## config.mk

```make
export PLATFORM = sky130hd
export DESIGN_NAME = neuron_layer_sequencer
export DESIGN_NICKNAME = d
export VERILOG_FILES = /design/src/rtl/neuron_layer_sequencer.sv
export SDC_FILE = /design/constraint.sdc
export NUM_CORES = 1
export LEC_CHECK = 0
export BUFFER_PORTS_ARGS = -buffer_cell sky130_fd_sc_hd__buf_2
export CAP_MARGIN = 20
export CORE_MARGIN = 10
export CORE_UTILIZATION = 25
export CTS_BUF_LIST = sky130_fd_sc_hd__clkbuf_8
export CTS_CLUSTER_SIZE = 28
export DETAILED_ROUTE_END_ITERATION = 12
export PLACE_DENSITY = 0.57
export SLEW_MARGIN = 20
export SYNTH_ARGS = -nofsm -noshare
export SYNTH_HDL_FRONTEND = slang
export SYNTH_SLANG_ARGS = --single-unit
```

## constraint.sdc

```tcl
create_clock -name clk -period 2.3 [get_ports clk]
set_clock_uncertainty 0.2 [all_clocks]
set_input_delay 0.46 -clock clk [delete_from_list [all_inputs] [get_ports clk]]
set_output_delay 0.46 -clock clk [all_outputs]
set_load 0.05 [all_outputs]
```

## src/rtl/neuron_layer_sequencer.sv

```systemverilog
// neuron_layer_sequencer: streams a latched input vector to a row of serial MAC neurons and captures their results
module neuron_layer_sequencer #(
    parameter int SIZE    = 4,
    parameter int DEPTH   = 8,
    parameter int NEURONS = 2
) (
    input  logic                       clk,
    input  logic                       rst,
    input  logic [SIZE*DEPTH-1:0]      in_vec_i,
    input  logic                       in_valid_i,
    output logic                       in_ready_o,
    output logic [DEPTH-1:0]           x_out_o,
    output logic                       neuron_clr_o,
    input  logic [NEURONS*DEPTH-1:0]   y_in_i,
    output logic [NEURONS*DEPTH-1:0]   out_vec_o,
    output logic                       out_valid_o,
    input  logic                       out_ready_i,
    output logic                       busy_o
);
    localparam int KW = $clog2(SIZE);

    typedef enum logic [1:0] {IDLE, STREAM, DONE} state_t;

    state_t                          state_q, state_d;
    logic [KW-1:0]                   k_q, k_d;
    logic [SIZE-1:0][DEPTH-1:0]      buf_q, buf_d;
    logic [DEPTH-1:0]                x_q, x_d;
    logic [NEURONS*DEPTH-1:0]        vec_q, vec_d;
    logic                            valid_q, valid_d;
    logic                            clr_q, clr_d;
    logic [KW-1:0]                   nxt_idx;
    logic                            last;
    logic                            take;

    // x_out is registered, so the element for step k+1 is fetched while step k is on the bus
    assign nxt_idx = KW'(SIZE - 2) - k_q;
    assign last    = k_q == KW'(SIZE - 1);
    assign take    = in_valid_i & in_ready_o;

    assign x_out_o      = x_q;
    assign out_vec_o    = vec_q;
    assign out_valid_o  = valid_q;
    assign neuron_clr_o = clr_q;

    // next-state, handshake and datapath control; a transfer always restarts the stream at k=0
    always_comb begin
        state_d    = state_q;
        k_d        = k_q;
        buf_d      = buf_q;
        x_d        = x_q;
        vec_d      = vec_q;
        valid_d    = valid_q;
        clr_d      = clr_q;
        in_ready_o = 1'b0;
        busy_o     = 1'b0;
        case (state_q)
            IDLE: begin
                in_ready_o = !rst;
                clr_d      = 1'b1;
                x_d        = '0;
            end
            STREAM: begin
                busy_o = 1'b1;
                if (last) begin
                    vec_d   = y_in_i;
                    valid_d = 1'b1;
                    clr_d   = 1'b1;
                    x_d     = '0;
                    k_d     = '0;
                    state_d = DONE;
                end else begin
                    k_d = k_q + KW'(1);
                    x_d = buf_q[nxt_idx];
                end
            end
            DONE: begin
                in_ready_o = out_ready_i & !rst;
                if (out_ready_i) begin
                    valid_d = 1'b0;
                    state_d = IDLE;
                end
            end
            default: state_d = IDLE;
        endcase
        if (take) begin
            buf_d   = in_vec_i;
            k_d     = '0;
            x_d     = in_vec_i[SIZE*DEPTH-1 -: DEPTH];
            clr_d   = 1'b0;
            valid_d = 1'b0;
            state_d = STREAM;
        end
    end

    // state register; reset drops any partial stream and holds the neurons in clear
    always_ff @(posedge clk or posedge rst) begin
        if (rst) begin
            state_q <= IDLE;
            k_q     <= '0;
            buf_q   <= '0;
            x_q     <= '0;
            vec_q   <= '0;
            valid_q <= 1'b0;
            clr_q   <= 1'b1;
        end else begin
            state_q <= state_d;
            k_q     <= k_d;
            buf_q   <= buf_d;
            x_q     <= x_d;
            vec_q   <= vec_d;
            valid_q <= valid_d;
            clr_q   <= clr_d;
        end
    end
endmodule

```

==> metrics.md, run 1 <==
| Metric | Value |
|---|---|
| Hold Path Origin | `in_valid_i` |
| Metal3 WL | `623 um` |
| Max_cap viols | `0` |
| Detailed-route wire length on metal 1 | `2706 um` |
| Core Region | `0.01032 mm2` |
| Count of cell types in the netlist | `28` |
| Metal2 WL | `2993 um` |
| Vias in the first global route | `1960` |
| Row Count | `37` |
| Post-CTS Resized | `0` |
| Crit. End Element | `output pin` |
| Worst path required time | `1.64 ns` |
| Max Fclk | `471.0 MHz` |
| GRT Overall Usage | `8.675%` |
| Cells after Synth | `181` |
| Die Area | `0.01514 mm2` |
| Share of layout cells above drive strength 1 | `56.62%` |
| Crit Path Category | `flop to output pin` |
| Setup TNS | `0 ns` |
| Top routing layer used | `met4` |
| GP Congestion | `0.7418` |
| Pint | `3.344 mW` |
| Commonest non-fill, non-tap cell in the layout | `buf_2` |
| First-pass GRT wire length | `10140 um` |
| CTS tree | `done` |
| #FFs+latches synth | `62` |
| Register area | `0.001553 mm2` |
| Clk_lat worst skew | `0.34 ns` |
| Y dimension of the die | `123.1 um` |
| Worst Tran Pin Value | `0.9477 ns` |
| Effective utilization at floorplan | `25.72%` |
| Number of flops mapped to enable cells by yosys | `0` |
| Top_reg_cell synth | `dfrtp_1` |
| Commonest cells after routing, fill and taps aside | `79 x buf_2, 61 x dfrtp_1, 48 x mux2_2` |
| Pwr/cell area | `1634 mW/mm2` |
| VDD IR max | `0.6084 mV` |
| CP startpoint kind | `flop` |
| IO Port Bufs | `79` |
| Syn_area_per_cell | `14.67 um2` |
| CTS Buffer Depth | `2` |
| Largest net degree at the start of global routing | `45` |
| Status | `complete, no violations` |
| Final min period | `2.123 ns` |
| CTS sink count | `62` |
| Leak Pwr | `1.622 nW` |
| Fin crit share | `92.32%` |
| Launch point of the worst reg-to-reg path | `k_q[0]` |
| CP arrival | `1.46 ns` |
| Layout Nets | `320` |
| Clock power share | `19.5%` |
| Final ANT Viol Nets | `0` |
| Pwr Total | `5.625 mW` |
| Critical Path Fanout Max | `7` |
| Antenna cell count | `0` |
| DRT iter0 DRCs | `50` |
| Cts bufs inserted | `9` |
| HP Class | `input pin to flop` |
| # fillers | `1054` |
| Seq pwr share | `34.0%` |
| Total net switching power | `2.281 mW` |
| CTS root buffer | `clkbuf_8` |
| RSZ-0062 raised after global routing | `no` |
| Final hold vios | `0` |
| Post-CTS setup buffers | `0` |
| Grt ovf | `0` |
| DRT Pass-1 Iters | `4` |
| Synth warn | `0` |
| Slew HR | `36.53%` |
| Reg clk slew, reported paths | `0.07 ns` |
| # H-tree levels | `3` |
| Combinational power share | `46.5%` |
| Asr flop ratio synth | `100.0%` |
| DP HPWL | `4712 um` |
| WL/cell | `15.74 um` |
| Net Sw Frac | `40.55%` |
| Synth Cell Area | `0.002655 mm2` |
| Fin. max-slew vios | `0` |
| Synthesis-to-layout area growth | `29.64%` |
| IO Count | `80` |
| DR DRC count | `0` |
| Total Routed Length | `6420 um` |
| Sequential share of the synthesized area | `58.48%` |
| Initial antenna violation count | `0` |
| Final setup fails | `0` |
| CP startpoint | `state_q[0]` |
| Hold_ws | `0.1149 ns` |
| Multi-input gate area | `999.7 um2` |
| Syn nets | `234` |
| Layout Utilization | `33.34%` |
| DIE WIDTH | `123.1 um` |
| Vias post-DR | `1809` |
| Via density per instance | `4.434` |
==> cell type report <==
cell class | count | share of cell area (%)
repair buffers | 86 | 13.81
multi-input cells | 105 | 29.04
inverters | 3 | 0.3272
clock buffers | 11 | 4.398
clock inverters | 5 | 2.363
well taps | 136 | 4.944
flip-flops and latches | 62 | 45.11
==> power by group through the flow <==
stage               Sequential (mW)  Combinational [mW]  Clock [mW]
floorplan                      2.64                1.34           0
global placement               1.93                2.62           0
detailed placement             1.94                2.66           0
CTS                            1.92                2.66        1.15
global route                   1.98                2.80        1.19
finish                         1.91                2.62        1.09
==> path summary, 6_finish.rpt <==
| kind | endpoint | slack, ns | depth (start not counted) |
|---|---|---|---|
| max | in_ready_o | 0.18 | 3 |
| min | neuron_clr_o | 0.11 | 2 |
| max reg2reg | x_out_o[0] | 0.27 | 4 |
| min reg2reg | out_vec_o[1] | 0.30 | 1 |
| max in group asynchronous | x_out_o[5] | 0.76 | 4 |
| min in group asynchronous | out_vec_o[12] | 0.53 | 3 |
==> worst max-delay path, cell delays in order (launching register included) <==
cell     delay, ns
dfrtp_1       0.45
nor2_1        0.22
and2_1        0.19
buf_2         0.27
==> layer usage <==
metal | vias up | track usage, %
met5 | - | 0
met2 | 61 | 13.89
met4 | 0 | 3.275
li1 | 837 | -
met1 | 903 | 9.723
met3 | 8 | 4.421
==> repair_timing <==
item,in CTS,in global routing
hold endpoints to repair,16,0
setup endpoints to repair,0,0
hold buffers,1,0
==> cells by family after synthesis <==
group	share of synthesized area, %
multiplexers	26.77
AO/OA/AOI/OAI	6.880
AND/OR/NAND/NOR	3.488
flip-flops	58.48
buffers and inverters	3.911
adder cells (fa/ha/maj)	0.4712
==> metrics by stage <==
stage	instance area (um2)	setup WS, ns	std cells
5_1_grt	3442	0.008634	408
4_1_cts	3442	0.1410	408
3_5_place_dp	3199	0.2675	391
3_3_place_gp	3199	0.2799	391
6_report	3442	0.1767	408
2_1_floorplan	2655	0.1003	181
==> registers in the layout, summed over array words and instances, names as in the netlist <==
register,cells
buf_q,32
k_q,2
neuron_clr_o,1
out_valid_o,1
out_vec_o,16
state_q,2
x_out_o,8
==> Yosys cell counts, types with 2 or more instances <==
cell type | number | area (um2)
a21oi_1 | 3 | 15.01
a221o_1 | 7 | 70.07
a31oi_1 | 2 | 12.51
buf_2 | 4 | 20.02
buf_6 | 6 | 67.56
dfrtp_1 | 61 | 1526
inv_1 | 3 | 11.26
mux2_2 | 48 | 540.5
mux2i_1 | 17 | 170.2
nand2_1 | 3 | 11.26
nor2_1 | 2 | 7.510
o21ai_0 | 2 | 10.01
o22ai_1 | 8 | 50.05
Note: power is estimated with default switching activity, not from simulation.
==> run 2: changes to the inputs <==
Settings changed: ABC_AREA set to 1, CTS_BUF_LIST sky130_fd_sc_hd__clkbuf_8 to unset.
==> run 2 against run 1 <==
- largest cell class unchanged
- clock power is 24% higher
- largest power group unchanged
- final cell count rose by 37%
- hold slack improved by 0.025 ns
- critical path depth rose by 1
- die area up 7.4%
- synthesized cell count rose by 83%
- highest routed layer unchanged
- combinational power rose by 6%
==> metrics.md, run 2 <==
| Metric | Value |
|---|---|
| Fin crit share | `92.34% (about the same)` |
| IO Count | `80 (unchanged)` |
| # H-tree levels | `3 (unchanged)` |
| DRT Pass-1 Iters | `4 (unchanged)` |
| Cells after Synth | `332 (+83%)` |
| Max reg flops | `32 (unchanged)` |
| GP Congestion | `0.7425 (about the same)` |
| Layout Nets | `465 (+45%)` |
| Crit Path Category | `flop to output pin` |
| FF-to-FF End | `x_out_o[6]` |
| Syn nets | `385 (+65%)` |
| Hold Path Origin | `in_vec_i[20]` |
| Worst Tran Pin Value | `0.4801 ns (-0.4676 ns)` |
| Max Fclk | `470.9 MHz (about the same)` |
| Post-CTS setup buffers | `0 (unchanged)` |
| CP startpoint | `state_q[1]` |
| Most common cell in the netlist | `nand2_1` |
| Y dimension of the die | `127.5 um (+3.6%)` |
| Commonest non-fill, non-tap cell in the layout | `nand2_1` |
| Crit-path leading delay family | `buffers and inverters` |
| Number of flops mapped to enable cells by yosys | `0 (unchanged)` |
| Commonest cells after routing, fill and taps aside | `127 x nand2_1, 79 x buf_2, 61 x dfrtp_1` |
| R2R cell count | `5 (+1)` |
| CTS root buffer | `clkbuf_16` |
| Cell taking the most area after synthesis | `dfrtp_1` |
| CTS tree | `done` |
| Post-placement cell count | `543 (+39%)` |
| RSZ-0062 raised after global routing | `no` |
| #FFs+latches synth | `62 (unchanged)` |
| DIE WIDTH | `127.5 um (+3.6%)` |
| Layout Cells excl Fill | `560 (+37%)` |
| CP startpoint kind | `flop` |
| Via density per instance | `4.104 (-7.4%)` |
| Largest net degree at the start of global routing | `65 (+44%)` |
| Top_reg_cell synth | `dfrtp_1` |
| CP arrival | `1.46 ns (about the same)` |
| Fin. max-slew vios | `0 (unchanged)` |
| Final min period | `2.124 ns (+0.0005140 ns)` |
| Asr flop ratio synth | `100.0% (unchanged)` |
| Setup TNS | `0 ns (unchanged)` |
| HP Class | `input pin to flop` |
| CTS sink count | `62 (unchanged)` |
| Initial antenna violation count | `0 (unchanged)` |
| IO Port Bufs | `79 (unchanged)` |
| Grt ovf | `0 (unchanged)` |
| Max_cap viols | `0 (unchanged)` |
| Pwr Total | `5.963 mW (+6.0%)` |
| Synth area leaders | `dfrtp_1 53%, nand2_1 16%, inv_1 5.1%` |
| Final ANT Viol Nets | `0 (unchanged)` |
| Critical path's largest stage delay | `0.50 ns (+0.05 ns)` |
| Final setup fails | `0 (unchanged)` |
| Synth top area share | `52.79% (-4.7 points)` |
| DR DRC count | `0 (unchanged)` |
| Synthesis-to-layout area growth | `27.30%` |
| CTS Buffer Depth | `2 (unchanged)` |
| Effective utilization at floorplan | `25.43% (-0.29 points)` |
| Row Count | `39 (+5.4%)` |
| Vias post-DR | `2298 (+27%)` |
| Critical Path Fanout Max | `11 (+4)` |
| Clk_lat worst skew | `0.32 ns (-0.02 ns)` |
| DRT iter0 DRCs | `77 (+54%)` |
| Pwr/cell area | `1620 mW/mm2 (-0.86%)` |
| WL/cell | `13.36 um (-15%)` |
| Worst reg2reg setup slack | `0.51 ns (+0.24 ns)` |
| Reg clk slew, reported paths | `0.05 ns (-0.02 ns)` |
| Hold Path Sink | `buf_q[20]` |
| Status | `complete, no violations` |
| Crit. End Element | `output pin` |
| Critical path, cell by cell | `inv_1, nand2_4, inv_1, buf_2` |
| Launch point of the worst reg-to-reg path | `state_q[1]` |
| Die Area | `0.01627 mm2 (+7.4%)` |
| DP HPWL | `5572 um (+18%)` |
| Crit-path slowest cell | `dfrtp_1` |
| Share of layout cells above drive strength 1 | `30.22% (-26 points)` |
| Worst path required time | `1.64 ns (about the same)` |
| First-pass GRT wire length | `12630 um (+25%)` |
| GRT Overall Usage | `9.672% (+1.0 points)` |
| VDD IR max | `0.6892 mV (+13%)` |
| Vias in the first global route | `2482 (+27%)` |
| Slew HR | `67.99% (+31 points)` |
| Final hold vios | `0 (unchanged)` |
| Cts bufs inserted | `9 (unchanged)` |
| Syn_area_per_cell | `8.709 um2 (-41%)` |
| CP Depth | `4 (+1)` |
| Total Routed Length | `7481 um (+17%)` |
| Hold depth | `3 (+1)` |
| Synth warn | `0 (unchanged)` |
| Sequential share of the synthesized area | `53.70% (-4.8 points)` |
| Antenna cell count | `0 (unchanged)` |
| Most flops, register | `buf_q` |
| WP buf/inv | `3 (+2)` |
| Count of cell types in the netlist | `28 (unchanged)` |
| Synth Cell Area | `0.002892 mm2 (+8.9%)` |
| Leak Pwr | `1.990 nW (+23%)` |
| Most used cell, CP | `inv_1` |
| Synth cell count leaders | `127 x nand2_1, 61 x dfrtp_1, 39 x inv_1` |
| Core Region | `0.01137 mm2 (+10%)` |
-- run 2: changes by cell type in the layout (fill, tap and decap cells not counted), moves of 4 or more --
cell,change
nand2_1,+124
mux2_2,-48
inv_1,+36
nand3_1,+28
o21ai_0,+21
mux2i_1,-17
o21ai_2,+10
clkbuf_16,+9
clkbuf_8,-9
o22ai_1,-8
a221o_1,-7
nand2_4,+4
nand3_2,+4
-- run 2: what timing repair did --
action                                 CTS  global route
resized for setup                        0             0
endpoints found under the hold margin   17             0
hold buffers                             1             0
-- run 2: cells by family after synthesis --
logic type                 Yosys count  synth area share (%)
and+or+nand+nor                    173                 27.43
DFF                                 62                 53.70
buffers and inverters               58                 10.47
AOI/OAI and AO/OA                   38                 7.962
adders and majority gates            1                0.4326
-- run 2: report_power, final --
group          switching (mW)  total, mW  internal (mW)
Sequential              0.217       1.84           1.62
Combinational            2.01       2.77          0.758
Clock                   0.456       1.35          0.895
Total                    2.69       5.96           3.28
-- run 2: tightest hold or removal path: stages --
cell and delay [ns]:
buf_2 0.07, nand2_1 0.04, o21ai_0 0.05
-- run 2: worst max path at each step --
stage / endpoint / slack [ns]
finish: busy_o / 0.18
global route: busy_o / 0.05
CTS: busy_o / 0.14
detailed placement: x_out_o[6] / 0.40
global placement: buf_q[12] / 0.47
floorplan: buf_q[0] / 0.10
-- run 2: through the flow --
| stage | setup slack, ns | cell area (um2) | hold slack (ns) | utilization [%] |
|---|---|---|---|---|
| 2_1_floorplan | 0.1003 | 2892 | 0.2864 | - |
| 3_3_place_gp | 0.4661 | 3368 | 0.2503 | 29.62 |
| 6_report | 0.1762 | 3681 | 0.1396 | 32.38 |
| 5_1_grt | 0.04698 | 3681 | 0.1364 | 32.38 |
| 4_1_cts | 0.1432 | 3681 | 0.1286 | 32.38 |
| 3_5_place_dp | 0.4026 | 3368 | 0.2543 | 29.62 |
-- run 2: routing by layer --
metal | track usage, % | vias up | share of wire (%)
li1 | - | 1184 | -
met1 | 11.88 | 1034 | 45
met2 | 15.11 | 73 | 45
met3 | 4.301 | 7 | 8.4
met4 | 2.478 | 0 | 0.99
met5 | 0 | - | 0
-- run 2: cell type report --
type	instances	area [um2]
clock buffers	13	260.3
inverters	44	170.2
fillers	1223	7689
flip-flops and latches	62	1553
repair buffers	83	440.4
well taps	143	178.9
multi-input cells	212	1036
clock inverters	3	42.54
==> run 3: changes to the inputs <==
Settings changed: REMOVE_ABC_BUFFERS set to 1.
==> run 3 against run 2 <==
- via count fell by 0.70%
- clock-buffer cell count fell by 1
- power rose by 1.5%
- utilization rose by 0.099 points
- final cell count did not move
- combinational power barely moved
- fmax rose by 6.1%
- register-to-register slack got worse by 0.05 ns
- sequential cell count did not move
- sequential power barely moved
- non-clock buffer count did not move
- sequential share of layout area fell by 0.13 points
- critical endpoint is now in_ready_o
- largest power group unchanged
==> metrics.md, run 3 (same netlist as run 2, synthesis figures left out) <==
| Metric | Value |
|---|---|
| Status | `complete, no violations` |
| Largest net degree at the start of global routing | `65 (unchanged)` |
| GP Congestion | `0.7448 (+0.31%)` |
| Commonest cells after routing, fill and taps aside | `127 x nand2_1, 79 x buf_2, 61 x dfrtp_1` |
| Antenna cell count | `0 (unchanged)` |
| DIE WIDTH | `127.5 um (unchanged)` |
| DRT Pass-1 Iters | `4 (unchanged)` |
| Max Fclk | `499.5 MHz (+6.1%)` |
| Cts bufs inserted | `9 (unchanged)` |
| Grt ovf | `0 (unchanged)` |
| Post-CTS setup buffers | `0 (unchanged)` |
| Initial antenna violation count | `0 (unchanged)` |
| CTS tree | `done` |
| CP Capture Point | `in_ready_o` |
| # H-tree levels | `3 (unchanged)` |
| Post-placement cell count | `544 (+0.18%)` |
| Critical path, cell by cell | `nor2_2, and2_1, buf_2` |
| DP HPWL | `5160 um (-7.4%)` |
| Layout Cells excl Fill | `560 (unchanged)` |
| Effective utilization at floorplan | `25.43% (unchanged)` |
| Launch point of the worst reg-to-reg path | `k_q[0]` |
| Most flops, register | `buf_q` |
| Leak Pwr | `2.002 nW (+0.60%)` |
| Fin. max-slew vios | `0 (unchanged)` |
| Pint | `3.362 mW (+2.6%)` |
| Critical path's largest stage delay | `0.44 ns (-0.06 ns)` |
| CTS Buffer Depth | `2 (unchanged)` |
| RSZ-0062 raised after global routing | `no` |
| CP startpoint | `state_q[0]` |
| Total net switching power | `2.689 mW (about the same)` |
| Final ANT Viol Nets | `0 (unchanged)` |
| Synthesis-to-layout area growth | `27.69%` |
| DRT iter0 DRCs | `98 (+27%)` |
| Final setup fails | `0 (unchanged)` |
| Fin crit share | `87.04% (-5.3 points)` |
| CTS sink count | `62 (unchanged)` |
| Layout Utilization | `32.48% (+0.099 points)` |
| Setup TNS | `0 ns (unchanged)` |
| First-pass GRT wire length | `12400 um (-1.8%)` |
| Clk_lat worst skew | `0.32 ns (about the same)` |
| Pwr/cell area | `1639 mW/mm2 (+1.2%)` |
| Crit-path leading delay family | `flip-flops` |
| DR DRC count | `0 (unchanged)` |
| WL/cell | `13.13 um (-1.7%)` |
| CTS root buffer | `clkbuf_16` |
| Max reg flops | `32 (unchanged)` |
| WP buf/inv | `1 (-2)` |
| Crit-path slowest cell | `dfrtp_1` |
| FF-to-FF End | `x_out_o[6]` |
| Share of layout cells above drive strength 1 | `30.46% (+0.24 points)` |
| Hold buffer count at CTS | `0 (-1)` |
| Y dimension of the die | `127.5 um (unchanged)` |
| Seq pwr share | `30.6% (-0.3 points)` |
| Vias post-DR | `2282 (-0.70%)` |
| Worst path required time | `1.64 ns (about the same)` |
| Total Routed Length | `7352 um (-1.7%)` |
| GRT Overall Usage | `9.390% (-0.28 points)` |
| IO Port Bufs | `79 (unchanged)` |
| Net Sw Frac | `44.44% (-0.61 points)` |
| CP Depth | `3 (-1)` |
| Post-CTS Resized | `0 (unchanged)` |
| Crit Path Category | `flop to output pin` |
| R2R cell count | `6 (+1)` |
| HP Class | `input pin to asynchronous set/reset pin` |
| CP arrival | `1.34 ns (-0.12 ns)` |
| Clock power share | `23.6% (+0.9 points)` |
| Max_cap viols | `0 (unchanged)` |
| Combinational power share | `45.8% (-0.7 points)` |
| Worst reg2reg setup slack | `0.46 ns (-0.05 ns)` |
| IO Count | `80 (unchanged)` |
| Row Count | `39 (unchanged)` |
| Crit. End Element | `output pin` |
| Via density per instance | `4.075 (-0.70%)` |
| Reg clk slew, reported paths | `0.05 ns (about the same)` |
| CP startpoint kind | `flop` |
| VDD IR max | `1.056 mV (+53%)` |
| Die Area | `0.01627 mm2 (unchanged)` |
| Final hold vios | `0 (unchanged)` |
| Critical Path Fanout Max | `4 (-7)` |
| Hold_ws | `0.01490 ns (-0.1247 ns)` |
| Worst Tran Pin Value | `0.4823 ns (+0.002214 ns)` |
| Slew HR | `67.85% (-0.15 points)` |
| Core Region | `0.01137 mm2 (unchanged)` |
| Commonest non-fill, non-tap cell in the layout | `nand2_1` |
| Final min period | `2.002 ns (-0.1218 ns)` |
| Vias in the first global route | `2493 (+0.44%)` |
| Layout Nets | `465 (unchanged)` |
-- run 3: cell count changes in the layout (fill, tap and decap cells not counted) --
cell | previous run | this run
bufinv_16 | 1 | 2
clkinv_2 | 1 | 2
clkbuf_8 | 2 | 1
buf_4 | 2 | 3
clkinvlp_4 | 1 | 0
dlygate4sd3_1 | 1 | 0
-- run 3: area by class of cell --
cell class                      count  area (um2)
Clock buffer                       12       246.5
Tap cell                          143       178.9
Sequential cell                    62        1553
Clock inverter                      4       70.07
Timing Repair Buffer               83       437.9
Fill cell                        1211        7677
Inverter                           44       170.2
Multi-Input combinational cell    212        1036
-- run 3: worst min-delay path by stage --
stage	from	to	slack (ns)	cells after the start
2_1_floorplan	buf_q[27]	buf_q[27]	0.29	2
3_3_place_gp	out_vec_o[6]	out_vec_o[6]	0.25	2
3_5_place_dp	out_vec_o[14]	out_vec_o[14]	0.26	2
4_1_cts	rst	out_vec_o[11]	0.02	3
5_1_grt	rst	out_vec_o[11]	0.03	3
6_report	rst	state_q[1]	0.01	3
-- run 3: metal layers --
layer  up-vias  share of wire (%)  track usage, %
li1       1183                  -               -
met1      1020                 47           11.66
met2        71                 43           14.23
met3         8                9.6           4.673
met4         0               0.61           2.210
met5         -                  0               0
-- run 3: metrics by stage --
step,worst slack (ns),power (mW),cell area [um2]
after floorplan,0.1003,3.914,2759
final,0.2981,6.050,3692
after global routing,0.2162,6.545,3692
after detailed placement,0.3629,4.681,3376
after global placement,0.4135,4.624,3376
after CTS,0.2728,6.152,3692
-- run 3: power by group through the flow --
stage	combinational [mW]	sequential [mW]	clock, mW
finish	2.77	1.85	1.43
global route	3.11	1.91	1.52
CTS	2.82	1.86	1.48
detailed placement	2.81	1.87	0
global placement	2.76	1.86	0
floorplan	1.32	2.59	0
-- run 3: worst register-to-register path, delay by kind of cell (launching register included) --
family                   cells  cell delay [ns]
buffers and inverters        1             0.29
flip-flops                   1             0.50
AND/OR/NAND/NOR              4             0.38
adder cells (fa/ha/maj)      1             0.37
